`src/rtl/scma_pkg.sv`:
```
// Shared definitions for the CIM controller output path: serializer state encoding and
// the default output-FIFO / off-chip beat widths used on both sides of the FIFO.
package scma_pkg;

    localparam int SCMA_FIFO_WIDTH     = 64;
    localparam int SCMA_DATA_OUT_WIDTH = 32;

    typedef enum logic [2:0] {
        IDLE  = 3'd0,
        READ  = 3'd1,
        LOAD  = 3'd2,
        BEAT0 = 3'd3,
        BEAT1 = 3'd4
    } state_e;

endpackage

```
`src/rtl/result_serializer.sv`:
```
// Drains 64-bit result words from the output FIFO and sends each as two 32-bit beats on a
// valid/ready bus, counting fully delivered words.
module result_serializer
    import scma_pkg::*;
#(
    parameter int FIFO_WIDTH     = SCMA_FIFO_WIDTH,
    parameter int DATA_OUT_WIDTH = SCMA_DATA_OUT_WIDTH,
    parameter int CNT_WIDTH      = 16,
    parameter bit MSW_FIRST      = 1'b0
) (
    input  logic                      clk,
    input  logic                      rst,
    input  logic                      empty_outputfifo,
    input  logic [FIFO_WIDTH-1:0]     q_outputfifo,
    output logic                      RD_EN_outputfifo,
    output logic [DATA_OUT_WIDTH-1:0] dout,
    output logic                      dout_valid,
    input  logic                      dout_ready,
    output logic                      dout_last,
    input  logic                      cnt_clr,
    output logic [CNT_WIDTH-1:0]      word_cnt,
    output logic                      busy
);

    if (FIFO_WIDTH != 2 * DATA_OUT_WIDTH) begin : g_bad_width
        $error("result_serializer: FIFO_WIDTH must equal 2*DATA_OUT_WIDTH");
    end

    state_e                    state_q;
    logic [FIFO_WIDTH-1:0]     hold_q;
    logic                      rd_en_q;
    logic [DATA_OUT_WIDTH-1:0] dout_q;
    logic                      valid_q;
    logic                      last_q;
    logic [CNT_WIDTH-1:0]      cnt_q;
    logic [CNT_WIDTH-1:0]      cnt_d;

    function automatic logic [DATA_OUT_WIDTH-1:0] half_of(input logic [FIFO_WIDTH-1:0] w,
                                                          input logic upper);
        return upper ? w[FIFO_WIDTH-1 -: DATA_OUT_WIDTH] : w[DATA_OUT_WIDTH-1:0];
    endfunction

    // Outputs are registered together with the state they belong to, so the beat mux is
    // evaluated on the state being entered: BEAT0 takes MSW_FIRST's half, BEAT1 the other.
    always_ff @(posedge clk) begin
        if (rst) begin
            state_q <= IDLE;
            hold_q  <= '0;
            rd_en_q <= 1'b0;
            dout_q  <= '0;
            valid_q <= 1'b0;
            last_q  <= 1'b0;
        end else begin
            rd_en_q <= 1'b0;
            case (state_q)
                IDLE: begin
                    if (!empty_outputfifo) begin
                        state_q <= READ;
                        rd_en_q <= 1'b1;
                    end
                end
                READ: state_q <= LOAD;
                LOAD: begin
                    hold_q  <= q_outputfifo;
                    dout_q  <= half_of(q_outputfifo, MSW_FIRST);
                    valid_q <= 1'b1;
                    last_q  <= 1'b0;
                    state_q <= BEAT0;
                end
                BEAT0: begin
                    if (dout_ready) begin
                        dout_q  <= half_of(hold_q, !MSW_FIRST);
                        last_q  <= 1'b1;
                        state_q <= BEAT1;
                    end
                end
                BEAT1: begin
                    // The empty flag is only consulted here, once the held word is gone,
                    // so a prefetch can never overwrite an undelivered word.
                    if (dout_ready) begin
                        valid_q <= 1'b0;
                        last_q  <= 1'b0;
                        if (!empty_outputfifo) begin
                            state_q <= READ;
                            rd_en_q <= 1'b1;
                        end else begin
                            state_q <= IDLE;
                        end
                    end
                end
                default: state_q <= IDLE;
            endcase
        end
    end

    always_comb begin
        cnt_d = cnt_q;
        if (cnt_clr) begin
            cnt_d = '0;
        end else if (state_q == BEAT1 && dout_ready) begin
            cnt_d = cnt_q + {{(CNT_WIDTH-1){1'b0}}, 1'b1};
        end
    end

    always_ff @(posedge clk) begin
        if (rst) begin
            cnt_q <= '0;
        end else begin
            cnt_q <= cnt_d;
        end
    end

    assign RD_EN_outputfifo = rd_en_q;
    assign dout             = dout_q;
    assign dout_valid       = valid_q;
    assign dout_last        = last_q;
    assign word_cnt         = cnt_q;
    assign busy             = (state_q != IDLE);

endmodule

```
`config.mk`:
```
export PLATFORM = sky130hd
export DESIGN_NAME = result_serializer
export DESIGN_NICKNAME = d
export VERILOG_FILES = /design/src/rtl/scma_pkg.sv /design/src/rtl/result_serializer.sv
export SDC_FILE = /design/constraint.sdc
export NUM_CORES = 1
export LEC_CHECK = 0
export ABC_AREA = 1
export ABC_CLOCK_PERIOD_IN_PS = 1500
export BUFFER_PORTS_ARGS = -buffer_cell sky130_fd_sc_hd__buf_2
export CELL_PAD_IN_SITES_DETAIL_PLACEMENT = 2
export CELL_PAD_IN_SITES_GLOBAL_PLACEMENT = 2
export CORE_ASPECT_RATIO = 1.75
export CORE_MARGIN = 8
export CORE_UTILIZATION = 26
export DETAILED_ROUTE_END_ITERATION = 7
export GPL_ROUTABILITY_DRIVEN = 0
export PLACE_DENSITY_LB_ADDON = 0.25
export SLEW_MARGIN = 20
export SYNTH_ARGS = -nofsm -noshare
export SYNTH_HDL_FRONTEND = slang
export SYNTH_SLANG_ARGS = --single-unit
```
`constraint.sdc`:
```
create_clock -name clk -period 1.5 [get_ports clk]
set_input_delay 0 -clock clk [delete_from_list [all_inputs] [get_ports clk]]
set_output_delay 0 -clock clk [all_outputs]
set_load 0.05 [all_outputs]
```
==> flow_summary_export.csv <==
group,metric,value,unit
timing,setup_ws,0.0933,ns
critical_path,cp_slowest_cell,"dfxtp_4",
timing,final.period_utilization,0.938,
detailed_routing,drcViolationCount,0,
grt,grt_pass1_wl,24400,um
run_status,status,"complete, but fails checks",
clocking,insertion_delay,0.33,ns
detailed_routing,vias,4154,
flow_run,cap_violations,0,
critical_path,start_kind,"flop",
synth,synthCells,549,
clocking,cts.path.max_buffers,2,
finish,syn_to_final_growth,41.4,%
synth,synthAdderAreaFrac,0.00334,
grt,grt.total_usage,0.164,
detailed_routing,drt-total-wl,15000,um
synth,ys_seq_elements,86,
clocking,numCtsBuffers,9,
finish,multi_input_area,0.00176,sq mm
critical_path,cpPeakStageDelay,0.37,ns
pwr,total_power,6.80,mW
grt,grt_max_degree,65,
timing,worst_slew_pin_slew,0.393,ns
timing,slew_headroom,0.737,
synth,yosys.area_share.xor_xnor,0.00234,
synth,synth.area.mux_share,0,
clocking,htree_levels,3,
finish,final_util,0.373,
timing,final-max-slew-violation-count,0,
synth,synthSimpleGateAreaFrac,0.340,
floorplan,fp.dieW,107,um
finish,mostFrequentLayoutCells,"148 x nor2_1, 132 x nand2_1, 120 x buf_2",
finish,layout.nets,779,
critical_path,crit_type,"reg -> reg",
floorplan,ios,121,
worst_hold_path,min_to,"hold_q[36]$_SDFFE_PP0P_",
synth,syn_area_per_cell,6.83,sq um
timing,setup_viol,0,
floorplan,design.core.area,0.0142,sq mm
timing,clock_skew,0.00757,ns
timing,fin_hold_ws,-0.000152,ns
finish,fin_cells,893,
synth,ys_top_cells_by_area,"dfxtp_1 46%, nor2_1 15%, nand2_1 13%",
synth,yosysWarningCount,0,
critical_path,cpLargestDelayFamily,"simple AND/OR/NAND/NOR gates",
critical_path,ff2ff_path_depth,8,
placed_design,placed_area,0.00456,sq mm
placed_design,dp.cells,835,
pwr,p_leak,2.51,nW
detailed_routing,vias_per_cell,4.65,
floorplan,dieArea,0.0187,sq mm
clocking,numClockSinks,86,
synth,synth_top_family_by_area,"simple AND/OR/NAND/NOR gates",
floorplan,start_util,0.264,
clocking,cts_tree,"done",
critical_path,rr_startpoint,"word_cnt[1]$_SDFFE_PP0P_",
clocking,path_clk_slew,0.06,ns
detailed_routing,routedWlPerCell,16.8,um
finish,drive_gt1_frac,0.243,
floorplan,die_h,175,um
detailed_routing,firstDrtPassIters,4,
clocking,cts_root_buffer,"clkbuf_16",
synth,synth_compound_area_frac,0.120,
timing,layout_min_cycle_time,1.41,ns
synth,syn_nets,619,
finish,regArea,0.00173,sq mm
critical_path,crit_fanout,8,
critical_path,rr_endpoint,"word_cnt[6]$_SDFFE_PP0P_",
grt,antenna_found_initial,0,
synth,synth_top_area_frac,0.459,
floorplan,row_count,58,
finish,num_antenna_cells,0,
run_status,failed_checks,"hold timing",
critical_path,worstPathRequired,1.73,ns
synth,ys_types,26,
finish,layout_commonest_cell,"nor2_1",
synth,seq_area_frac_synth,0.459,
placed_design,hpwlAfterDp,10600,um
pwr,vdd_drop_max,0.453,mV
finish,fillers,1758,
timing,hold_viol,1,
critical_path,endpoint_kind,"flop",
timing,max_freq,711,MHz
worst_hold_path,hold_class,"in -> reg",
critical_path,path_cells,"ha_2, nand2_1, nor2_2, nand2_2, nor2_8, buf_4, xnor2_1, nor2_1",
synth,syn_area,0.00375,sq mm
grt,grt_overflow,0,
placed_design,io_buffers,120,
worst_hold_path,holdPathStages,3,
grt,grt_pass1_vias,4810,
finish,design_area,0.00530,sq mm
critical_path,cp_data_arrival_time,1.63,ns
critical_path,worst-path-buf-inv,1,
detailed_routing,first_iter_violations,83,
synth,synth_top_area_cell,"dfxtp_1",
detailed_routing,ant_nets,0,
placed_design,place_ws,-0.0113,ns
critical_path,rrSetupSlack,0.09,ns
worst_hold_path,hold_start,"q_outputfifo[36]",
pwr,power.density,1280,mW/mm^2
==> routing by layer <==
layer / wire length, um / vias up / track usage / part of all wire
met3: 540 / 13 / 0.0310 / 0.036
met1: 5600 / 2027 / 0.161 / 0.37
li1: - / 2036 / - / -
met4: 257 / 0 / 0.0531 / 0.017
met2: 8610 / 78 / 0.325 / 0.57
met5: 0 / - / 0 / 0
==> kinds of logic (layout without fill, tap and decap cells) <==
kind of cell               count (synthesis)  after routing
buffers and inverters                     59            223
DFF                                       86             86
and+or+nand+nor                          313            313
adders and majority gates                  1              1
xor gates and xnor gates                   1              1
AOI/OAI and AO/OA                         89             89
==> state kept, by name, summed over array words and instances, names as in the netlist <==
register	cells
dout	32
word_cnt	16
RD_EN_outputfifo	1
dout_last	1
state_q	3
dout_valid	1
hold_q	32
==> layout make-up <==
cell class	instances	area share
multi-input combinational	404	0.333
sequential	86	0.327
timing repair buffer	178	0.224
clock buffer	12	0.0484
tap	180	0.0425
inverter	30	0.0217
clock inverter	3	0.00378
==> synth_stat cells <==
library cell  instances
nor2_1              149
a21oi_1              15
nor2_8                1
nor3b_1               1
buf_6                 4
nand3_4               1
ha_1                  1
dfxtp_1              86
xnor2_1               1
buf_2                12
o21ai_1              29
inv_2                 3
a211oi_1              1
clkbuf_1              9
nor3_1                5
inv_1                27
nand4_1               4
nand2_1             134
o21ai_0              43
nand3_2               2
nor2_2                1
o211ai_1              1
nand2_2               2
nand3_1              11
buf_4                 4
nor2_4                2
==> worst reg2reg max path: stages, from the launching register on <==
cell	delay [ns]
dfxtp_4	0.37
ha_2	0.19
nand2_1	0.08
nor2_2	0.10
nand2_2	0.09
nor2_8	0.19
buf_4	0.14
xnor2_1	0.10
nor2_1	0.05
==> repair_timing <==
action,in CTS,in global routing
hold endpoints to repair,45,0
pin swaps,0,1
setup buffers,0,2
hold buffers,41,0
gates resized for setup,2,11
setup endpoints to repair,20,60
==> stage by stage <==
| stage | hold WS [ns] | setup TNS (ns) |
|---|---|---|
| 6_report | -0.000152 | 0 |
| 5_1_grt | 0.0251 | -0.0277 |
| 4_1_cts | 0.00275 | 0 |
| 3_5_place_dp | 0.269 | -0.0126 |
| 3_3_place_gp | 0.268 | 0 |
| 2_1_floorplan | 0.148 | 0 |
==> power breakdown <==
| group | switching, mW | total, mW | leakage, nW | internal, mW |
|---|---|---|---|---|
| Sequential | 0.168 | 2.76 | 0.704 | 2.59 |
| Clock | 0.910 | 2.11 | 0.131 | 1.20 |
| Combinational | 1.36 | 1.93 | 1.68 | 0.574 |
| Total | 2.43 | 6.80 | 2.51 | 4.37 |
==> worst max path at each step <==
stage	cells past startpoint	start	end
detailed placement	6	state_q[0]$_SDFFE_PP0P_	dout[11]$_SDFFE_PP0P_
global route	8	word_cnt[1]$_SDFFE_PP0P_	word_cnt[6]$_SDFFE_PP0P_
finish	8	word_cnt[1]$_SDFFE_PP0P_	word_cnt[6]$_SDFFE_PP0P_
CTS	7	state_q[1]$_SDFFE_PP0P_	dout[20]$_SDFFE_PP0P_
floorplan	7	word_cnt[2]$_SDFFE_PP0P_	word_cnt[7]$_SDFFE_PP0P_
global placement	6	state_q[0]$_SDFFE_PP0P_	dout[28]$_SDFFE_PP0P_
No activity file was read; power rests on OpenSTA's default activity.
